### src/rtl/fetch_pkg.sv
// Shared types and constants for the instruction fetch slice.
package fetch_pkg;

    localparam int unsigned COMMON_WIDTH = 32;
    localparam logic [COMMON_WIDTH-1:0] INST_BYTES = 32'd4;
    localparam logic [COMMON_WIDTH-1:0] NOP_INST   = 32'h0000_0013;

    typedef struct packed {
        logic [COMMON_WIDTH-1:0] pc;
        logic [COMMON_WIDTH-1:0] inst;
    } fetch_entry_t;

    function automatic logic [COMMON_WIDTH-1:0] word_align(input logic [COMMON_WIDTH-1:0] addr);
        return {addr[COMMON_WIDTH-1:2], 2'b00};
    endfunction

endpackage

### src/rtl/fetch_queue.sv
// Synchronous FIFO of fetched {pc, inst} entries with single-cycle flush.
module fetch_queue
    import fetch_pkg::*;
#(
    parameter int unsigned QUEUE_DEPTH = 4
) (
    input  logic         clk,
    input  logic         rst,
    input  logic         push,
    input  fetch_entry_t push_data,
    input  logic         pop,
    input  logic         flush,
    output logic         full,
    output logic         empty,
    output fetch_entry_t head
);

    localparam int unsigned PTR_W = $clog2(QUEUE_DEPTH);
    localparam int unsigned CNT_W = PTR_W + 1;

    logic [PTR_W-1:0] rd_ptr_q, rd_ptr_d;
    logic [PTR_W-1:0] wr_ptr_q, wr_ptr_d;
    logic [CNT_W-1:0] count_q, count_d;
    fetch_entry_t     mem_q [QUEUE_DEPTH];
    fetch_entry_t     mem_d [QUEUE_DEPTH];

    logic do_push;
    logic do_pop;

    assign full    = (count_q == CNT_W'(QUEUE_DEPTH));
    assign empty   = (count_q == '0);
    assign do_push = push && !full;
    assign do_pop  = pop && !empty;
    assign head    = mem_q[rd_ptr_q];

    always_comb begin
        rd_ptr_d = rd_ptr_q;
        wr_ptr_d = wr_ptr_q;
        count_d  = count_q;
        for (int unsigned i = 0; i < QUEUE_DEPTH; i++) begin
            mem_d[i] = mem_q[i];
        end

        if (!rst) begin
            rd_ptr_d = '0;
            wr_ptr_d = '0;
            count_d  = '0;
            for (int unsigned i = 0; i < QUEUE_DEPTH; i++) begin
                mem_d[i] = '0;
            end
        end else if (flush) begin
            // Flush drops pointers only; storage keeps stale data.
            rd_ptr_d = '0;
            wr_ptr_d = '0;
            count_d  = '0;
        end else begin
            if (do_push) begin
                mem_d[wr_ptr_q] = push_data;
                wr_ptr_d        = wr_ptr_q + 1'b1;
            end
            if (do_pop) begin
                rd_ptr_d = rd_ptr_q + 1'b1;
            end
            case ({do_push, do_pop})
                2'b10:   count_d = count_q + 1'b1;
                2'b01:   count_d = count_q - 1'b1;
                default: count_d = count_q;
            endcase
        end
    end

    always_ff @(posedge clk) begin
        rd_ptr_q <= rd_ptr_d;
        wr_ptr_q <= wr_ptr_d;
        count_q  <= count_d;
        for (int unsigned i = 0; i < QUEUE_DEPTH; i++) begin
            mem_q[i] <= mem_d[i];
        end
    end

endmodule

### src/rtl/inst_fetch.sv
// Fetch stage: owns the PC, drives the ROM, queues fetched words toward decode.
module inst_fetch
    import fetch_pkg::*;
#(
    parameter logic [COMMON_WIDTH-1:0] RESET_PC    = 32'h0000_0000,
    parameter int unsigned             QUEUE_DEPTH = 4
) (
    input  logic                    clk,
    input  logic                    rst,
    output logic                    rom_ce,
    output logic [COMMON_WIDTH-1:0] rom_addr,
    input  logic [COMMON_WIDTH-1:0] rom_inst,
    input  logic                    redirect_valid,
    input  logic [COMMON_WIDTH-1:0] redirect_pc,
    output logic                    id_valid,
    input  logic                    id_ready,
    output logic [COMMON_WIDTH-1:0] id_inst,
    output logic [COMMON_WIDTH-1:0] id_pc
);

    logic [COMMON_WIDTH-1:0] pc_q, pc_d;

    logic         fetch;
    logic         q_full;
    logic         q_empty;
    fetch_entry_t q_head;
    fetch_entry_t q_push_data;

    // Fetch depends only on queue occupancy, never on id_ready.
    assign fetch       = rst && !q_full && !redirect_valid;
    assign rom_ce      = fetch;
    assign rom_addr    = pc_q;
    assign q_push_data = '{pc: pc_q, inst: rom_inst};

    assign id_valid = !q_empty;
    assign id_inst  = q_head.inst;
    assign id_pc    = q_head.pc;

    always_comb begin
        pc_d = pc_q;
        if (!rst) begin
            pc_d = RESET_PC;
        end else if (redirect_valid) begin
            pc_d = word_align(redirect_pc);
        end else if (fetch) begin
            pc_d = pc_q + INST_BYTES;
        end
    end

    always_ff @(posedge clk) begin
        pc_q <= pc_d;
    end

    fetch_queue #(
        .QUEUE_DEPTH (QUEUE_DEPTH)
    ) u_queue (
        .clk       (clk),
        .rst       (rst),
        .push      (fetch),
        .push_data (q_push_data),
        .pop       (id_valid && id_ready),
        .flush     (redirect_valid),
        .full      (q_full),
        .empty     (q_empty),
        .head      (q_head)
    );

endmodule
### config.mk
export PLATFORM = sky130hd
export DESIGN_NAME = inst_fetch
export DESIGN_NICKNAME = d
export VERILOG_FILES = /design/src/rtl/fetch_pkg.sv /design/src/rtl/fetch_queue.sv /design/src/rtl/inst_fetch.sv
export SDC_FILE = /design/constraint.sdc
export NUM_CORES = 1
export LEC_CHECK = 0
export CORE_ASPECT_RATIO = 0.9
export CORE_MARGIN = 3
export CORE_UTILIZATION = 50
export DETAILED_ROUTE_END_ITERATION = 8
export PLACE_DENSITY = 0.81
export SLEW_MARGIN = 20
export SYNTH_ARGS = -nofsm -noshare
export SYNTH_HDL_FRONTEND = slang
export SYNTH_SLANG_ARGS = --single-unit
### constraint.sdc
create_clock -name clk -period 2.16 [get_ports clk]
set_clock_uncertainty 0.2 [all_clocks]
set_input_delay 0.324 -clock clk [delete_from_list [all_inputs] [get_ports clk]]
set_output_delay 0.324 -clock clk [all_outputs]
set_load 0.05 [all_outputs]
== After elaboration in Yosys (flattened, before gate mapping) ==
Memories as Yosys holds them, arrays and structs flattened. A register that Yosys moved wholly into a read port is not among the register bits.
Index checks and enable logic that the tools add are counted.
Storage, ports and cells
  register bits after elaboration: 39
  RAM bits: 256
  output and inout port bits: 98
  memories: 1
Memories
  u_queue.mem_q: depth 4, width 64, read ports 5, clocked after memory_dff 1, write ports 4, RTL line fetch_queue.sv:24  | fetch_entry_t mem_q [QUEUE_DEPTH];
Operators by class
  add/subtract/negate cells: 5
  order comparisons: 2
  eq/ne operators: 3
  multiplexer cells: 11
  bitwise operators: 2
  reductions and logical operators: 13
Operators with widths (number)
  $mux 256: 3
  $bwmux 256: 1
  $demux 64 s2: 1
  $mux 32: 2
  $mux 64: 1
  $add 32x3->32 const B: 1
  $logic_and 1x1->1: 6
  $pmux 3 s2: 1
  $add 2x1->2 const B: 2
  $mux 2: 2
  $reduce_bool 2->1: 2
  $add 3x1->3 const B: 1
  $eq 3x3->1 const B: 1
  $ge 3x3->1 const B: 1
  $logic_not 1->1: 3
  $logic_not 3->1: 1
  $lt 3x1->1 const B: 1
  $not 2->3: 1
  $sub 3x1->3 const B: 1
  $eq 2x1->1 const B: 1
  $eq 2x2->1 const B: 1
  $reduce_or 2->1: 1
  $not 1->1: 1

== Longest topological paths before layout ==
  word-level depth: 9
  gate-level depth with buffers: 11

== Hierarchy ==
From an unflattened synthesis, not the netlist that was laid out.
Second synthesis, totals
  cell total of the unflattened synthesis: 1258
  area total of the unflattened synthesis: 13245.2 um^2
Modules (own cells, without submodules)
  fetch_queue: times used 1, cells an instance 1032, area an instance 11437.2 um^2, sequential area each 5305.1 um^2
  inst_fetch: times used 1, cells an instance 226, area an instance 1808.0 um^2, sequential area each 600.6 um^2

== Least setup slack after synthesis ==
OpenSTA, ideal clock, no wires.
  path kind: input to register
  start: input port rst
  end: register u_queue.count_q[2]
  data arrival time: 2245 ps
  data required time: 1890 ps
  setup slack: -355 ps
  stages on the path: 11
  path buffers: 2
  cells stage by stage: buf_2 -> nand2b_1 -> buf_2 -> nor2_4 -> clkinv_1 -> ha_1 -> inv_1 -> fa_1 -> xor2_1 -> or3_1 -> a21oi_1
On the way
  cells in the longest elaborated chain, start to end: 5
  elaborated cells on any way between the ends: 9
  classes of those cells: eq/ne: 2; mux: 1; bitwise: 1; reduce/logical: 5
RTL lines
  start: declaration: RTL line inst_fetch.sv:9  | input logic rst,
  $logic_and 1x1->1 (*) (2 in a row): RTL line inst_fetch.sv:30  | assign fetch = rst && !q_full && !redirect_valid;
  via rom_ce: RTL line inst_fetch.sv:10  | output logic rom_ce,
  $logic_and 1x1->1 (*): RTL line fetch_queue.sv:32  | assign do_push = push && !full;
  $eq 2x1->1 / $eq 2x2->1 (equally long branches): RTL line fetch_queue.sv:64  | case ({do_push, do_pop})
  $pmux 3 s2 / $reduce_bool 2->1 (equally long branches)
  end signal: assignment: RTL line fetch_queue.sv:75  | count_q <= count_d;
  end: declaration: RTL line fetch_queue.sv:23  | logic [CNT_W-1:0] count_q, count_d;
The timed path passes the listed nets; every way through them passes the cells marked *.
A chain may end at the register's enable or synchronous reset.

==> results.sh <==
export IMPL_status="finished, violations left"
export IMPL_violations="negative setup slack"
export IMPL_grtUsageMet1_pct=33.9
export IMPL_worst_r2r_setup_slack_ps=50
export IMPL_maxCapViolCount=0
export IMPL_io_buffers=159
export IMPL_yosysMostFrequentCell="nand2_1"
export IMPL_fin_nets=1644
export IMPL_gp_congestion=0.823
export IMPL_grt_pass1_wl_mm=57.8
export IMPL_synth_edf_count=0
export IMPL_placed_area_um2=14900
export IMPL_drt_iter0_drc=993
export IMPL_grt_ovfl_total=0
export IMPL_worstSetupStartpointType="flip-flop"
export IMPL_final_fill_count=1915
export IMPL_peakVddDrop_v=0.000691
export IMPL_tightest_slew_ps=1140
export IMPL_drive_gt1_share_pct=19.8
export IMPL_syn_area_per_cell_um2=8.98
export IMPL_grt_max_degree=280
export IMPL_cp_max_fo=5
export IMPL_final_hold_violation_count=0
export IMPL_fmax_mhz=395
export IMPL_clock_root_buffer="clkbuf_16"
export IMPL_core_um2=25200
export IMPL_clk_transition_reported_paths_ps=60
export IMPL_seqCellArea_um2=5780
export IMPL_cts_tree="yes"
export IMPL_drc_errors=0
export IMPL_use_met3_pct=4.51
export IMPL_track_usage_pct=25.8
export IMPL_maxSlewViolCount=0
export IMPL_cp_end_kind="primary output"
export IMPL_synth_area_um2=12900
export IMPL_post_drt_wl_per_cell_um=18.9
export IMPL_clockBufferDepth=3
export IMPL_hold_path_class="primary input to flip-flop"
export IMPL_finish_instance_area_um2=16600
export IMPL_ys_top_cells_by_count="522 x nand2_1, 287 x dfxtp_1, 248 x a21boi_1, 73 x clkbuf_1, 62 x mux4_2"
export IMPL_yosysTopAreaCell="dfxtp_1"
export IMPL_critPathRequiredTime_ps=1640
export IMPL_post_dp_hpwl_mm=22.0
export IMPL_synth_seq_area_share_pct=44.7
export IMPL_worstSkewPairLatency_ps=560
export IMPL_grt_pass1_vias=11066
export IMPL_synth_distinct_cells=39
export IMPL_powerDensity_nw_per_um2=779
export IMPL_die_y_um=158
export IMPL_worst_slack_ps=-374
export IMPL_vias=10985
export IMPL_firstDrtPassIters=6
export IMPL_crit_arrival_ps=2010
export IMPL_pin_count=166
export IMPL_cts_buffers=30
export IMPL_rows=55
export IMPL_die_w_um=175
export IMPL_setup_viol=62
export IMPL_die_area_um2=27700
export IMPL_syn_to_final_growth_pct=29.3
export IMPL_finalCritPeriodShare_pct=117
export IMPL_synth_top_cell_area_share_pct=44.7
export IMPL_ant_nets=0
export IMPL_synthFlopType="dfxtp_1"
export IMPL_hold_ws_ps=174
export IMPL_wl_mm=36.5
export IMPL_multiInputGateArea_um2=6490
export IMPL_layout_min_cycle_time_ps=2530
export IMPL_viasPerCell=5.68
export IMPL_ys_warn_count=0
export IMPL_synthTopCellsByArea="dfxtp_1 45%, nand2_1 15%, a21boi_1 14%"
export IMPL_met2_usage_pct=43.6
export IMPL_htree_levels=1
export IMPL_path_class="flip-flop to primary output"
export IMPL_grt_most_used_layer="met2"
export IMPL_cts_sinks=287
export IMPL_rsz0062_at_grt="true"
export IMPL_ys_ff_latch=287
export IMPL_maxSlewHeadroom_pct=24.3
export IMPL_syn_inst=1432
export IMPL_antenna_found_initial=1
export IMPL_p_leak_nw=5.98
export IMPL_initial_utilization_pct=51.0
export IMPL_synth_async_reset_ratio_pct=0
[critical path, cell delays in order, from the launching register on]
cell and delay [ps]:
dfxtp_4 380, buf_12 120, buf_8 120, buf_16 120
mux4_2 530, buf_8 170
[what timing repair did]
action	CTS	global route
hold buffers	1	0
setup buffers	7	0
resized for setup	91	8
endpoints found under the setup margin	74	68
gates cloned	6	0
hold endpoints to repair	5	0
pin swaps	0	5
[worst paths after layout]
path                                            from                    to  cells past startpoint
worst max register to register    u_queue.count_q[1]    u_queue.count_q[2]                      9
worst min register to register  u_queue.mem_q[2][56]  u_queue.mem_q[2][56]                      2
worst min-delay path                  redirect_pc[8]           rom_addr[8]                      3
worst max-delay path                       flip-flop           id_inst[29]                      5
[cell usage in the layout (no fill, tap or decap), drive strengths merged, types with 9 or more instances in the layout]
cell	n
o21ai	26
buf	159
xnor2	15
clkbuf	39
mux4	62
xor2	18
and2	10
a21boi	248
bufinv	9
nand3	13
dfxtp	287
nand4	15
clkdlybuf4s50	64
nand2	526
a21oi	20
nor2	15
[kinds of logic (layout without fill, tap and decap cells)]
logic type / Yosys count / count (layout) / share of synthesized area, %
mux: 62 / 62 / 10.9
fa+ha+maj: 7 / 7 / 0.740
flops: 287 / 287 / 44.7
other cells: 1 / 5 / 0.0292
buf+inv: 137 / 294 / 5.20
compound gates: 301 / 301 / 16.8
simple gates: 604 / 604 / 19.4
xor+xnor: 33 / 33 / 2.25
[metrics by stage]
step	setup WS [ps]	cells	util [%]	setup TNS [ps]	power (W)
6_report	-374	1935	66.0	-19040	0.0130
5_1_grt	-421	1935	66.0	-21740	0.0133
4_1_cts	-389	1935	66.0	-20570	0.0130
3_5_place_dp	-376	1867	59.2	-26540	0.00694
3_3_place_gp	-346	1867	59.2	-11190	0.00692
2_1_floorplan	-194	1435	-	-380	0.00642
[final cells by class]
class / instances / share of cell area (%)
antenna: 1 / 0.0151
clock buffer: 39 / 5.14
clock inverter: 16 / 1.94
inverter: 7 / 0.173
multi-input combinational: 1011 / 39.1
sequential: 287 / 34.8
tap: 342 / 2.57
timing repair buffer: 232 / 16.3
[state kept, by name, summed over array words and instances (netlist names), named ones only]
register	cells
rom_addr	30
u_queue.mem_q	248
u_queue.rd_ptr_q	2
u_queue.wr_ptr_q	2
u_queue.count_q	3
[routing by layer]
metal | part of all wire (%) | up-vias
li1 | - | 5054
met2 | 49 | 497
met4 | 2.3 | 0
met5 | 0 | -
met3 | 7.4 | 75
met1 | 42 | 5359
[where the power goes]
part           internal, W  leakage [nW]  total (W)  switching [W]
registers          0.00541          2.33    0.00550      0.0000985
logic             0.000581          3.07    0.00139       0.000812
clock network      0.00386         0.577    0.00606        0.00220
No activity file was read; power rests on OpenSTA's default activity.
